## src/rtl/clint_irq_src_pkg.sv

```systemverilog
// Shared CLINT register offsets, interrupt cause codes and mip bit positions.
// The trap unit imports the same package so both sides agree on the encodings.
package clint_irq_src_pkg;

  typedef enum logic [4:0] {
    OFF_MSIP        = 5'h00,
    OFF_MTIMECMP_LO = 5'h04,
    OFF_MTIMECMP_HI = 5'h08,
    OFF_MTIME_LO    = 5'h0C,
    OFF_MTIME_HI    = 5'h10,
    OFF_MEIP        = 5'h14
  } reg_off_e;

  typedef enum logic [4:0] {
    CAUSE_MSI = 5'd3,
    CAUSE_MTI = 5'd7,
    CAUSE_MEI = 5'd11
  } irq_cause_e;

  typedef enum logic [3:0] {
    MIP_MSIP_BIT = 4'd3,
    MIP_MTIP_BIT = 4'd7,
    MIP_MEIP_BIT = 4'd11
  } mip_bit_e;

  localparam logic [31:0] WINDOW_LAST = 32'h0000_0017;

  function automatic logic [31:0] bit_word(input logic b);
    return {31'b0, b};
  endfunction

endpackage

```

## src/rtl/clint_tick.sv

```systemverilog
// Prescale counter for mtime: emits a one-cycle tick every PRESCALE clk cycles.
module clint_tick #(
  parameter int unsigned PRESCALE = 1
) (
  input  logic clk,
  input  logic rst,
  output logic tick
);

  localparam int unsigned   CW   = (PRESCALE > 1) ? $clog2(PRESCALE) : 1;
  localparam logic [CW-1:0] LAST = CW'(PRESCALE - 1);

  logic [CW-1:0] count_q, count_d;

  always_comb begin
    tick    = (count_q == LAST);
    count_d = tick ? '0 : count_q + CW'(1);
  end

  always_ff @(posedge clk) begin
    if (rst) count_q <= '0;
    else     count_q <= count_d;
  end

endmodule

```

## src/rtl/clint_irq_src.sv

```systemverilog
// Machine interrupt source: mtime/mtimecmp timer, MSIP bit and latched MEIP on the MEM-stage bus.
// Define CLINT_EXT_SYNC_EN to pass ext_irq through a 2-flop synchronizer before edge detection.
module clint_irq_src #(
  parameter logic [31:0] BASE_ADDR = 32'h0000_0400,
  parameter int unsigned PRESCALE  = 1
) (
  input  logic        clk,
  input  logic        rst,
  input  logic [31:0] bus_addr,
  input  logic        bus_re,
  input  logic        bus_we,
  input  logic [31:0] bus_wdata,
  output logic [31:0] bus_rdata,
  output logic        bus_rvalid,
  output logic        bus_err,
  input  logic        ext_irq,
  input  logic        intr_ack,
  input  logic [4:0]  ack_cause,
  output logic        MSIP,
  output logic        MTIP,
  output logic        MEIP
);
  import clint_irq_src_pkg::*;

  logic [63:0] mtime_q, mtime_d, mtimecmp_q, mtimecmp_d;
  logic        msip_q, msip_d, meip_q, meip_d, mtip_q, mtip_d;
  logic        rvalid_q, rvalid_d, err_q, err_d;
  logic [31:0] rdata_q, rdata_d;
  logic        ext_cond, ext_prev_q, ext_prev_d, ext_rise;
  logic        tick;
  logic [31:0] offset, rd_word;
  logic        in_window, aligned, wr_en, rd_en;

  clint_tick #(.PRESCALE(PRESCALE)) u_tick (
    .clk  (clk),
    .rst  (rst),
    .tick (tick)
  );

`ifdef CLINT_EXT_SYNC_EN
  logic [1:0] sync_q, sync_d;
  assign sync_d = {sync_q[0], ext_irq};
  always_ff @(posedge clk) begin
    if (rst) sync_q <= '0;
    else     sync_q <= sync_d;
  end
  assign ext_cond = sync_q[1];
`else
  assign ext_cond = ext_irq;
`endif

  assign ext_prev_d = ext_cond;
  assign ext_rise   = ext_cond & ~ext_prev_q;

  // The lower-bound test keeps addresses just below BASE_ADDR from wrapping into the window.
  assign offset    = bus_addr - BASE_ADDR;
  assign in_window = (bus_addr >= BASE_ADDR) && (offset <= WINDOW_LAST);
  assign aligned   = (bus_addr[1:0] == 2'b00);
  assign wr_en     = in_window && aligned && bus_we;
  assign rd_en     = in_window && aligned && bus_re && !bus_we;

  always_comb begin
    rd_word = '0;
    case (offset[4:0])
      OFF_MSIP:        rd_word = bit_word(msip_q);
      OFF_MTIMECMP_LO: rd_word = mtimecmp_q[31:0];
      OFF_MTIMECMP_HI: rd_word = mtimecmp_q[63:32];
      OFF_MTIME_LO:    rd_word = mtime_q[31:0];
      OFF_MTIME_HI:    rd_word = mtime_q[63:32];
      OFF_MEIP:        rd_word = bit_word(meip_q);
      default:         rd_word = '0;
    endcase
  end

  // A bus write to either mtime half replaces that cycle's increment; the other half just holds.
  always_comb begin
    mtime_d    = tick ? mtime_q + 64'd1 : mtime_q;
    mtimecmp_d = mtimecmp_q;
    msip_d     = msip_q;
    meip_d     = meip_q;
    if (wr_en) begin
      case (offset[4:0])
        OFF_MSIP:        msip_d = bus_wdata[0];
        OFF_MTIMECMP_LO: mtimecmp_d[31:0] = bus_wdata;
        OFF_MTIMECMP_HI: mtimecmp_d[63:32] = bus_wdata;
        OFF_MTIME_LO:    mtime_d = {mtime_q[63:32], bus_wdata};
        OFF_MTIME_HI:    mtime_d = {bus_wdata, mtime_q[31:0]};
        OFF_MEIP:        if (bus_wdata[0]) meip_d = 1'b0;
        default:         ;
      endcase
    end
    if (intr_ack && (ack_cause == CAUSE_MEI)) meip_d = 1'b0;
    if (ext_rise) meip_d = 1'b1;
    mtip_d   = (mtime_q >= mtimecmp_q);
    rvalid_d = rd_en;
    rdata_d  = rd_en ? rd_word : '0;
    err_d    = in_window && !aligned && (bus_re || bus_we);
  end

  always_ff @(posedge clk) begin
    if (rst) begin
      mtime_q    <= '0;
      mtimecmp_q <= '1;
      msip_q     <= 1'b0;
      meip_q     <= 1'b0;
      mtip_q     <= 1'b0;
      rvalid_q   <= 1'b0;
      rdata_q    <= '0;
      err_q      <= 1'b0;
      ext_prev_q <= 1'b0;
    end else begin
      mtime_q    <= mtime_d;
      mtimecmp_q <= mtimecmp_d;
      msip_q     <= msip_d;
      meip_q     <= meip_d;
      mtip_q     <= mtip_d;
      rvalid_q   <= rvalid_d;
      rdata_q    <= rdata_d;
      err_q      <= err_d;
      ext_prev_q <= ext_prev_d;
    end
  end

  assign bus_rdata  = rdata_q;
  assign bus_rvalid = rvalid_q;
  assign bus_err    = err_q;
  assign MSIP       = msip_q;
  assign MTIP       = mtip_q;
  assign MEIP       = meip_q;

endmodule

```

## config.mk

```make
export PLATFORM = sky130hd
export DESIGN_NAME = clint_irq_src
export DESIGN_NICKNAME = d
export VERILOG_FILES = /design/src/rtl/clint_irq_src_pkg.sv /design/src/rtl/clint_tick.sv /design/src/rtl/clint_irq_src.sv
export SDC_FILE = /design/constraint.sdc
export NUM_CORES = 1
export LEC_CHECK = 0
export BUFFER_PORTS_ARGS = -buffer_cell sky130_fd_sc_hd__buf_4
export CAP_MARGIN = 20
export CELL_PAD_IN_SITES_DETAIL_PLACEMENT = 0
export CELL_PAD_IN_SITES_GLOBAL_PLACEMENT = 1
export CORE_ASPECT_RATIO = 2
export CORE_MARGIN = 3
export CORE_UTILIZATION = 44
export CTS_CLUSTER_DIAMETER = 150
export DETAILED_ROUTE_END_ITERATION = 16
export PLACE_DENSITY = 0.91
export SKIP_CTS_REPAIR_TIMING = 1
export SLEW_MARGIN = 20
export SYNTH_ARGS = -nofsm -noshare
export SYNTH_HDL_FRONTEND = slang
export SYNTH_HIERARCHICAL = 1
export SYNTH_SLANG_ARGS = --single-unit
```

## constraint.sdc

```tcl
create_clock -name clk -period 3.5 [get_ports clk]
set_input_delay 0.525 -clock clk [delete_from_list [all_inputs] [get_ports clk]]
set_output_delay 0.525 -clock clk [all_outputs]
set_load 0.02 [all_outputs]
```

* Yosys cells after proc, flatten, opt, wreduce, memory -nomap -nowiden
Index checks and enable logic that the tools add are counted.
Storage, ports and cells: bits in registers 167, input bits 75
Cells by class: add/sub/neg operators 3, magnitude comparators 3, equality and inequality tests 8, multiplexer cells 9, bitwise logic cells 4, reduce and logical (&&, ||, !) cells 22
Operator list (number):
- 32-bit case mux with 6 select lines | 1
- 64-bit two-way mux | 2
- 64-bit case mux with 2 select lines | 1
- 64-bit by 1-bit adder with 64-bit output, second input constant | 1
- 64-bit >= comparator | 1
- 32-bit by 11-bit >= comparator with 1-bit output, second input constant | 1
- 32-bit by 5-bit less-or-equal comparator with 1-bit output, second input constant | 1
- 32-bit by 11-bit subtractor with 32-bit output, second input constant | 1
- 5-bit by 4-bit == test with 1-bit output, second input constant | 3
- 5-bit == test, second input constant | 2
- 3-bit nonzero test | 3
- 1-bit logical AND | 8
- 2-bit AND reduction | 3
- 5-bit by 3-bit == test with 1-bit output, second input constant | 1
- 5-bit zero test | 1
- 1-bit two-way mux | 5
- 2-bit != test, second input constant | 2
- 2-bit OR reduction | 2
- 1-bit inverter | 3
- 3-bit AND reduction | 1
- 1-bit zero test | 2
- 2-bit zero test | 1
- 1-bit adder, second input constant | 1
- 1-bit AND | 1
- 1-bit logical OR | 1

* Logic depth before layout (Yosys ltp)
Gate-level depths: netlist of run 1.
word-level depth 8, mapped depth 10

* Modules after synthesis
Netlist of run 1, hierarchy kept.
By module, submodules not included:
- clint_irq_src | times used 1, cells an instance 1232, area an instance 9923.3 sq um, seq. area each 3323.2 sq um
- clint_tick | times used 1, cells an instance 3, area an instance 27.5 sq um, seq. area each 20.0 sq um

* Worst setup path before layout of run 1
OpenSTA, ideal clock, no wires.
kind input to register, start in bus_addr[3], end reg mtimecmp_q[1], arrival time 2659 ps, slack 700 ps, stages on the path 8, buffers on the path 2, cell sequence buf_2 -> a211oi_2 -> nand4b_1 -> or4_1 -> a211o_2 -> nor4_4 -> buf_4 -> o211ai_1
Between the ends: cells in the longest elaborated chain, start to end 6, elaborated cells on any way between the ends 8
RTL lines:
- from (decl) | line clint_irq_src.sv:9 | input logic [31:0] bus_addr,
- 32-bit by 11-bit subtractor with 32-bit output | line clint_irq_src.sv:56 | assign offset = bus_addr - BASE_ADDR;
- 32-bit by 5-bit less-or-equal comparator with 1-bit output | line clint_irq_src.sv:57 | assign in_window = (bus_addr >= BASE_ADDR) && (offset <= WINDOW_LAST);
- 1-bit logical AND | line clint_irq_src.sv:57
- 1-bit logical AND (2 in series) | line clint_irq_src.sv:59 | assign wr_en = in_window && aligned && bus_we;
- 2-bit AND reduction (no line) *
- to (signal assigned) | line clint_irq_src.sv:113 | mtimecmp_q <= mtimecmp_d;
- to (decl) | line clint_irq_src.sv:25 | logic [63:0] mtime_q, mtime_d, mtimecmp_q, mtimecmp_d;
Every way passes the cells marked *; elsewhere a longest branch is shown, timed or not. A chain may end at the register's enable or synchronous reset.

* Final worst setup path of run 1
start reg mtime_q[14], end reg mtip_q (netlist: MTIP)
Between the ends: cells in the longest elaborated chain, start to end 1
RTL lines:
- from (decl) | line clint_irq_src.sv:25
- from (signal assigned) | line clint_irq_src.sv:112 | mtime_q <= mtime_d;
- 64-bit >= comparator | line clint_irq_src.sv:94 | mtip_d = (mtime_q >= mtimecmp_q);
- to (signal assigned) | line clint_irq_src.sv:116 | mtip_q <= mtip_d;
- to (decl) | line clint_irq_src.sv:26 | logic msip_q, msip_d, meip_q, meip_d, mtip_q, mtip_d;
Every way passes these cells.

==> results of run 1 <==
-- stage by stage --
stage	power (W)	worst slack, ps	std cells	area [um2]	hold slack, ps
finish	0.00419	443	1613	11800	320
global route	0.00431	361	1613	11800	329
CTS	0.00421	454	1613	11800	308
detailed placement	0.00216	232	1581	11100	446
global placement	0.00216	343	1581	11100	444
floorplan	0.00203	700	1235	9950	436
-- critical path, cell delays in order (launching register included) --
cell                      delay, ps
sky130_fd_sc_hd__dfxtp_1        410
sky130_fd_sc_hd__ha_1           370
sky130_fd_sc_hd__nand4_1        190
sky130_fd_sc_hd__nor3_1         410
sky130_fd_sc_hd__or4b_2         630
sky130_fd_sc_hd__a31oi_1        190
sky130_fd_sc_hd__o41ai_1         80
sky130_fd_sc_hd__buf_4          160
sky130_fd_sc_hd__a211o_1        290
sky130_fd_sc_hd__a21oi_1        210
-- path summary, 6_finish.rpt --
check	startpoint	to	slack [ps]	cells past startpoint
worst max-delay path	mtime_q[14]$_SDFFE_PP0P_	MTIP$_SDFF_PP0_	440	9
worst min-delay path	ext_irq	ext_prev_q$_SDFF_PP0_	320	2
worst max register to register	mtime_q[14]$_SDFFE_PP0P_	MTIP$_SDFF_PP0_	440	9
worst min register to register	mtimecmp_q[25]$_SDFFE_PP1P_	bus_rdata[25]$_SDFF_PP0_	460	2
-- metal layers --
metal  wire length, um  GRT usage
met5                 0          0
met4              2610      0.199
met3              1850     0.0474
met2             17600      0.492
met1             11600      0.281
-- power by group through the flow --
stage | clock network, W | registers, W | logic (W)
floorplan | 0 | 0.00195 | 0.0000812
global placement | 0 | 0.00195 | 0.000208
detailed placement | 0 | 0.00195 | 0.000209
CTS | 0.00210 | 0.00191 | 0.000210
global route | 0.00218 | 0.00191 | 0.000226
finish | 0.00207 | 0.00191 | 0.000211
-- cells by family (layout without fill, tap and decap cells) --
group,Yosys count,count (layout),synth area share
muxes,5,5,0.00516
xor gates and xnor gates,31,31,0.0273
AOI/OAI and AO/OA,358,358,0.255
buffers and inverters,158,260,0.0649
adders and majority gates,65,65,0.0817
and+or+nand+nor,450,450,0.230
DFF,167,167,0.336
other,1,1,0.000377
-- state kept, by name (all words and copies together) (netlist names) --
name / cells
bus_rdata: 32
mtime_q: 64
MTIP: 1
mtimecmp_q: 64
bus_err: 1
MEIP: 1
ext_prev_q: 1
MSIP: 1
bus_rvalid: 1
u_tick/count_q: 1
-- placed cells by master, fill, tap and decap left out, types with 8 or more instances in the layout --
master	n
sky130_fd_sc_hd__a211oi_1	18
sky130_fd_sc_hd__a21o_1	8
sky130_fd_sc_hd__a21oi_1	88
sky130_fd_sc_hd__a222oi_1	31
sky130_fd_sc_hd__a22o_1	11
sky130_fd_sc_hd__a22oi_1	50
sky130_fd_sc_hd__a31oi_1	14
sky130_fd_sc_hd__and3_1	15
sky130_fd_sc_hd__buf_4	151
sky130_fd_sc_hd__clkbuf_16	17
sky130_fd_sc_hd__dfxtp_1	167
sky130_fd_sc_hd__ha_1	65
sky130_fd_sc_hd__inv_1	74
sky130_fd_sc_hd__nand2_1	186
sky130_fd_sc_hd__nand2b_1	8
sky130_fd_sc_hd__nand3_1	42
sky130_fd_sc_hd__nand4_1	33
sky130_fd_sc_hd__nor2_1	46
sky130_fd_sc_hd__nor3_1	27
sky130_fd_sc_hd__nor4_1	17
sky130_fd_sc_hd__o211ai_1	68
sky130_fd_sc_hd__o21ai_0	20
sky130_fd_sc_hd__o22a_1	9
sky130_fd_sc_hd__or3_1	15
sky130_fd_sc_hd__or4_1	10
sky130_fd_sc_hd__xnor2_1	15
sky130_fd_sc_hd__xor2_1	16
-- area by class of cell --
type / instances / area share
multi-input cells: 910 / 0.509
flip-flops and latches: 167 / 0.284
repair buffers: 153 / 0.0997
clock buffers: 21 / 0.0400
well taps: 276 / 0.0293
inverters: 75 / 0.0239
clock inverters: 11 / 0.0145
==> impl_metrics.ini, run 1 <==
[global_routing]
grt_pass1_vias = 10100
grt_antenna_before_repair = 0
overflow_after_grt = 0
wire_length_of_the_first_global_routing_pass_mm = 53.1
grt_start_max_net_pins = 71
track_usage = 0.274

[drt]
post-route-drc-count = 0
dr.pass1.iters = 7
num_vias = 10200
drt_iter0_drc = 870
drt-wirelength-per-cell_um = 20.9
final_antenna_net_count = 0
wirelength_mm = 33.6
avgViaCountPerCell = 6.32

[synthesis]
yosys.cell_types.count = 71
postSynthRegisterBits = 167
synth-edff-count = 0
syn-num-nets = 1375
ys_async_sr_fraction = 0
synth.yosys.warnings = 6
ranking_of_synthesized_cells_by_area = sky130_fd_sc_hd__dfxtp_1 (34%), sky130_fd_sc_hd__ha_1 (8.2%), sky130_fd_sc_hd__nand2_1 (7.0%)
netlist.area_leader.share = 0.336
postSynthCellCount = 1235
yosys.cell_count.top_type = sky130_fd_sc_hd__nand2_1
synth_top_area_cell = sky130_fd_sc_hd__dfxtp_1
syn-cell-area_um2 = 9950
syn-mean-instance-area_um2 = 8.06
most_frequent_cells_after_synthesis = sky130_fd_sc_hd__nand2_1 (186), sky130_fd_sc_hd__dfxtp_1 (167), sky130_fd_sc_hd__a21oi_1 (88)
synth-seq-area-share = 0.336
yosys_most_used_dff = sky130_fd_sc_hd__dfxtp_1

[place]
place.port_buffers = 111
place.detailed.hpwl_mm = 24.2
gp_congestion = 0.944

[die]
initial_core_util = 0.449
boundaryPins = 112
std_cell_rows = 77
fp.dieW_um = 112
core_um2 = 22200
fp.dieH_um = 219
die-area_um2 = 24600

[finish]
nets = 1464
filler_instances = 2115
final_core_util = 0.531
syn2layout_area_growth_pct = 18.3
total_area_of_multi_input_combinational_cells_um2 = 5990
layout-drive-gt1-share = 0.156
num_antenna_cells = 0
area.sequential_um2 = 3340

[power_and_ir_drop]
internal_cell_power_w = 0.00324
max-vdd-ir-drop_uv = 329
clock_power_share = 0.494
p_leak_nw = 4.94
p_seq_frac = 0.456
power.net_switching_w = 0.000944
power.combinational.fraction = 0.050
power_density_nw_per_um2 = 356
p_sw_frac = 0.225

[clock_network]
worst_skew_pair.late_latency_ps = 440
ctsLongestPathBuffers = 2
numCtsBuffers = 17
clk_pin_slew_worst_paths_ps = 70
clockRootBuffer = sky130_fd_sc_hd__clkbuf_16
clock_sink_count = 167
cts_htree_levels = 4
cts_tree = yes

[sta]
pins_over_their_slew_limit = 0
maxSlewHeadroom = 0.380
period_needed_ps = 3060
final.setup.tns_ps = 0
worst_pin_slew_ps = 922
rsz_0062_raised_after_global_routing = false
maxClockFrequency_ghz = 0.327
share_of_the_cycle_needed_by_the_critical_path_after_routing = 0.874
fin_worst_skew_ps = 8.59
setup-violations-final = 0
final_hold_viol_count = 0

[job]
maxCapViolCount = 0

[critical_path]
critical_path.max_fanout = 9
arrival_ps = 3400
start_kind = flip-flop
kind_of_end_point_of_the_critical_path = flip-flop
required_ps = 3840
critPathKind = reg2reg

[worst_hold_path]
path_type_of_the_worst_min_delay_path = in2reg

[outcome]
outcome = finished clean
No activity file was read; power rests on OpenSTA's default activity.
==> inputs of run 2 (changes only) <==
--- a/config.mk
+++ b/config.mk
@@ -14,7 +14,7 @@
 export CORE_UTILIZATION = 44
 export CTS_CLUSTER_DIAMETER = 150
 export DETAILED_ROUTE_END_ITERATION = 16
-export PLACE_DENSITY = 0.91
+export PLACE_DENSITY = 0.78
 export SKIP_CTS_REPAIR_TIMING = 1
 export SLEW_MARGIN = 20
 export SYNTH_ARGS = -nofsm -noshare
==> constraint.sdc (replaced) <==
create_clock -name clk -period 3.5 [get_ports clk]
set_input_delay 0.35 -clock clk [delete_from_list [all_inputs] [get_ports clk]]
set_output_delay 0.35 -clock clk [all_outputs]
set_load 0.02 [all_outputs]
==> run 2 against run 1 <==
Net effect:
- total power is 1.7% lower
- register-to-register slack gained 120 ps
- clock-buffer cell count increased by 2
- hold slack worse by 190 ps
- combinational power about the same
- sequential power hardly changed
- setup slack improved by 120 ps
- utilization up 0.19 points
- critical path type unchanged
- largest power group unchanged
==> impl_metrics.ini, run 2 (same netlist as run 1, synthesis figures left out) <==
[finish]
layout-drive-gt1-share = 0.160
mostFrequentLayoutCell = sky130_fd_sc_hd__nand2_1
most_frequent_cells_in_the_layout = sky130_fd_sc_hd__nand2_1 (186), sky130_fd_sc_hd__dfxtp_1 (167), sky130_fd_sc_hd__buf_4 (161), sky130_fd_sc_hd__a21oi_1 (88), sky130_fd_sc_hd__inv_1 (74)
nets = 1474
num_antenna_cells = 0
filler_instances = 2200
syn2layout_area_growth_pct = 18.7
finalInstanceArea_um2 = 11800

[sta]
pins_over_their_slew_limit = 0
hold-worst-slack_ps = 131
rsz_0062_raised_after_global_routing = false
setup-violations-final = 0
postLayoutSetupSlackWorst_ps = 562
fin_worst_skew_ps = 9.65
period_needed_ps = 2940
maxClockFrequency_ghz = 0.340
final_hold_viol_count = 0
share_of_the_cycle_needed_by_the_critical_path_after_routing = 0.839
maxSlewHeadroom = 0.398
worst_pin_slew_ps = 903
final.setup.tns_ps = 0

[power_and_ir_drop]
power.combinational.fraction = 0.052
p_seq_frac = 0.464
internal_cell_power_w = 0.00318
p_sw_frac = 0.227
max-vdd-ir-drop_uv = 379
p_leak_nw = 4.98
power.net_switching_w = 0.000932
clock_power_share = 0.484
power_density_nw_per_um2 = 348
total_power_w = 0.00412

[drt]
drt_iter0_drc = 727
drt-wirelength-per-cell_um = 21.7
post-route-drc-count = 0
num_vias = 10200
avgViaCountPerCell = 6.29
wirelength_mm = 35.2
final_antenna_net_count = 0
dr.pass1.iters = 6

[clock_network]
clock_sink_count = 167
clk_pin_slew_worst_paths_ps = 70
cts_tree = yes
ctsLongestPathBuffers = 2
worst_skew_pair.late_latency_ps = 440
numCtsBuffers = 17
cts_htree_levels = 4
clockRootBuffer = sky130_fd_sc_hd__clkbuf_16

[global_routing]
wire_length_of_the_first_global_routing_pass_mm = 55.2
grt_antenna_before_repair = 0
overflow_after_grt = 0
track_usage = 0.287
grt_start_max_net_pins = 71
grt_pass1_vias = 10200

[worst_hold_path]
hold-path-cell-count = 2
worst_hold_startpoint = ext_irq
path_type_of_the_worst_min_delay_path = in2reg
hold-path-endpoint = ext_prev_q$_SDFF_PP0_

[die]
core_um2 = 22200
fp.dieW_um = 112
boundaryPins = 112
die-area_um2 = 24600
initial_core_util = 0.449
std_cell_rows = 77
fp.dieH_um = 219

[critical_path]
rrSetupSlack_ps = 560
arrival_ps = 3310
critPathKind = reg2reg
worstReg2RegEnd = MTIP$_SDFF_PP0_
r2r_cells = 10
required_ps = 3870
critical_path.startpoint = mtime_q[29]$_SDFFE_PP0P_
kind_of_end_point_of_the_critical_path = flip-flop
start_kind = flip-flop
critical_path.max_fanout = 6
start_of_the_worst_register_to_register_path = mtime_q[29]$_SDFFE_PP0P_

[place]
gp_congestion = 0.907
place.port_buffers = 111
place_area_um2 = 11200
post-place-ws_ps = 223
place.detailed.hpwl_mm = 25.6

[job]
maxCapViolCount = 0

[outcome]
outcome = finished clean
## run 2: cell type report
cell class	count	area, um2	area share
clock buffer	23	488	0.0413
clock inverter	8	120	0.0102
inverter	75	282	0.0238
multi-input combinational	910	5990	0.507
sequential	167	3340	0.283
tap	276	345	0.0292
timing repair buffer	163	1250	0.106
## run 2: worst max-delay path by stage
stage	end	cells after the start
final	MTIP$_SDFF_PP0_	10
after global routing	mtime_q[63]$_SDFFE_PP0P_	7
after CTS	MTIP$_SDFF_PP0_	9
after detailed placement	mtime_q[4]$_SDFFE_PP0P_	9
after global placement	mtime_q[4]$_SDFFE_PP0P_	9
after floorplan	mtimecmp_q[1]$_SDFFE_PP1P_	8
## run 2: worst max-delay path: stages, from the launching register on
cell	delay [ps]
sky130_fd_sc_hd__dfxtp_1	380
sky130_fd_sc_hd__ha_1	310
sky130_fd_sc_hd__nand3_1	180
sky130_fd_sc_hd__nor4_1	650
sky130_fd_sc_hd__a311oi_1	190
sky130_fd_sc_hd__a31oi_1	320
sky130_fd_sc_hd__buf_4	190
sky130_fd_sc_hd__o41ai_1	70
sky130_fd_sc_hd__buf_4	160
sky130_fd_sc_hd__a211o_1	290
sky130_fd_sc_hd__a21oi_1	130
## run 2: power groups by stage
stage	combinational, W	clock [W]	sequential (W)
after detailed placement	0.000213	0	0.00195
after floorplan	0.0000812	0	0.00195
final	0.000214	0.00199	0.00191
after global routing	0.000230	0.00209	0.00191
after global placement	0.000211	0	0.00195
after CTS	0.000214	0.00203	0.00191
## run 2: layer usage
metal	track usage	share of wire
met1	0.301	0.36
met2	0.523	0.52
met3	0.0488	0.053
met4	0.176	0.061
met5	0	0
## run 2: through the flow
step                       util  cells
final                     0.533   1622
after global routing      0.533   1622
after CTS                 0.533   1622
after detailed placement  0.506   1591
after global placement    0.506   1591
after floorplan               -   1235
==> inputs of run 3 (changes only) <==
==> constraint.sdc (replaced) <==
create_clock -name clk -period 2.83 [get_ports clk]
set_input_delay 0.283 -clock clk [delete_from_list [all_inputs] [get_ports clk]]
set_output_delay 0.283 -clock clk [all_outputs]
set_load 0.02 [all_outputs]
==> run 3 against run 2 <==
Net effect:
- critical path depth shrank 2
- die area unchanged
- first-iteration DRC count is 30% higher
- routed wire length grew 6.0%
- sequential share of layout area down 1.3 points
- flip-flop and latch count unchanged
- clock power grew 27%
- register-to-register slack lost 480 ps
- largest cell class unchanged
- highest routed layer unchanged
==> impl_metrics.ini, run 3 (same netlist as run 1, synthesis figures left out) <==
[critical_path]
critPathKind = reg2reg
critical_path.startpoint = mtime_q[23]$_SDFFE_PP0P_
required_ps = 3210
max_stage_delay_ps = 630
path_common_cell = sky130_fd_sc_hd__and4_1
crit_chain = buf_4, and4_1, nand3_1, nor3_1, and4_1, nand4_1, or4b_2, a31oi_1
r2r_cells = 8
crit_end = mtime_q[59]$_SDFFE_PP0P_
kind_of_end_point_of_the_critical_path = flip-flop
cp_slowest_cell = sky130_fd_sc_hd__or4b_2
rrSetupSlack_ps = 80
arrival_ps = 3130
critical_path.max_fanout = 6
start_kind = flip-flop
worstReg2RegEnd = mtime_q[59]$_SDFFE_PP0P_
start_of_the_worst_register_to_register_path = mtime_q[23]$_SDFFE_PP0P_

[die]
std_cell_rows = 77
fp.dieH_um = 219
boundaryPins = 112
fp.dieW_um = 112
die-area_um2 = 24600
core_um2 = 22200
initial_core_util = 0.449

[finish]
area.sequential_um2 = 3340
mostFrequentLayoutCell = sky130_fd_sc_hd__buf_4
most_frequent_cells_in_the_layout = sky130_fd_sc_hd__buf_4 (212), sky130_fd_sc_hd__nand2_1 (186), sky130_fd_sc_hd__dfxtp_1 (167), sky130_fd_sc_hd__a21oi_1 (88), sky130_fd_sc_hd__inv_1 (74)
num_antenna_cells = 0
instances_no_fill = 1682
layout-drive-gt1-share = 0.199
nets = 1533
filler_instances = 2167
total_area_of_multi_input_combinational_cells_um2 = 6000
syn2layout_area_growth_pct = 24.4

[clock_network]
clock_sink_count = 167
cts_tree = yes
clk_pin_slew_worst_paths_ps = 70
ctsLongestPathBuffers = 2
cts_htree_levels = 4
worst_skew_pair.late_latency_ps = 460
numCtsBuffers = 17
clockRootBuffer = sky130_fd_sc_hd__clkbuf_16

[global_routing]
wire_length_of_the_first_global_routing_pass_mm = 57.4
track_usage = 0.303
grt_start_max_net_pins = 71
grt_antenna_before_repair = 0
grt_pass1_vias = 10300
overflow_after_grt = 0

[place]
place.port_buffers = 111
place.detailed.hpwl_mm = 27.3
gp_congestion = 0.946
place_inst = 1650

[outcome]
outcome = finished clean

[sta]
setup-violations-final = 0
worst_pin_slew_ps = 928
final.setup.tns_ps = 0
maxSlewHeadroom = 0.382
pins_over_their_slew_limit = 0
maxClockFrequency_ghz = 0.363
fin_worst_skew_ps = 10.6
period_needed_ps = 2750
final_hold_viol_count = 0
share_of_the_cycle_needed_by_the_critical_path_after_routing = 0.972

[power_and_ir_drop]
p_leak_nw = 5.30
max-vdd-ir-drop_uv = 384
power_density_nw_per_um2 = 417

[drt]
num_vias = 10500
drt-wirelength-per-cell_um = 22.2
final_antenna_net_count = 0
avgViaCountPerCell = 6.24
post-route-drc-count = 0
dr.pass1.iters = 9
drt_iter0_drc = 948
wirelength_mm = 37.3

[worst_hold_path]
path_type_of_the_worst_min_delay_path = in2reg

[job]
maxCapViolCount = 0
run 3: worst min-delay path by stage:
stage | endpoint | slack (ps) | depth (start not counted) | start
6_report | ext_prev_q$_SDFF_PP0_ | 60 | 2 | ext_irq
3_5_place_dp | bus_rdata[16]$_SDFF_PP0_ | 450 | 2 | mtimecmp_q[16]$_SDFFE_PP1P_
4_1_cts | ext_prev_q$_SDFF_PP0_ | 50 | 2 | ext_irq
3_3_place_gp | bus_rdata[21]$_SDFF_PP0_ | 440 | 2 | mtimecmp_q[21]$_SDFFE_PP1P_
2_1_floorplan | ext_prev_q$_SDFF_PP0_ | 410 | 1 | ext_irq
5_1_grt | ext_prev_q$_SDFF_PP0_ | 80 | 2 | ext_irq
run 3: layer usage:
metal / part of all wire / global-route usage / vias up / wire, um
met4: 0.067 / 0.207 / 0 / 2520
li1: - / - / 4916 / -
met2: 0.53 / 0.552 / 456 / 20000
met1: 0.34 / 0.310 / 5010 / 12800
met5: 0 / 0 / - / 0
met3: 0.055 / 0.0532 / 116 / 2050
run 3: critical path: cells and delay by family (launching register included):
kind	cells	cell delay, ps
simple gates	6	1860
flops	1	450
buf+inv	1	180
compound gates	1	180
run 3: stage by stage:
stage | util | setup WS [ps] | total power [W] | instance area, um2 | hold WS (ps)
final | 0.559 | 78.4 | 0.00516 | 12400 | 62.4
after global routing | 0.559 | -1.70 | 0.00529 | 12400 | 82.1
after CTS | 0.558 | -49.2 | 0.00519 | 12400 | 46.2
after detailed placement | 0.530 | -43.6 | 0.00268 | 11700 | 445
after global placement | 0.530 | -343 | 0.00268 | 11700 | 445
after floorplan | - | 272 | 0.00251 | 9950 | 411
run 3: final cells by class:
class,instances,share of cell area
clock buffer,19,0.0366
timing repair buffer,222,0.145
sequential,167,0.270
inverter,75,0.0227
tap,276,0.0279
multi-input combinational,910,0.484
clock inverter,13,0.0138
run 3: where the power goes:
part           total [W]  switching, W  internal, W
registers        0.00236    0.00000354      0.00235
logic           0.000276      0.000161     0.000115
clock network    0.00253       0.00108      0.00144
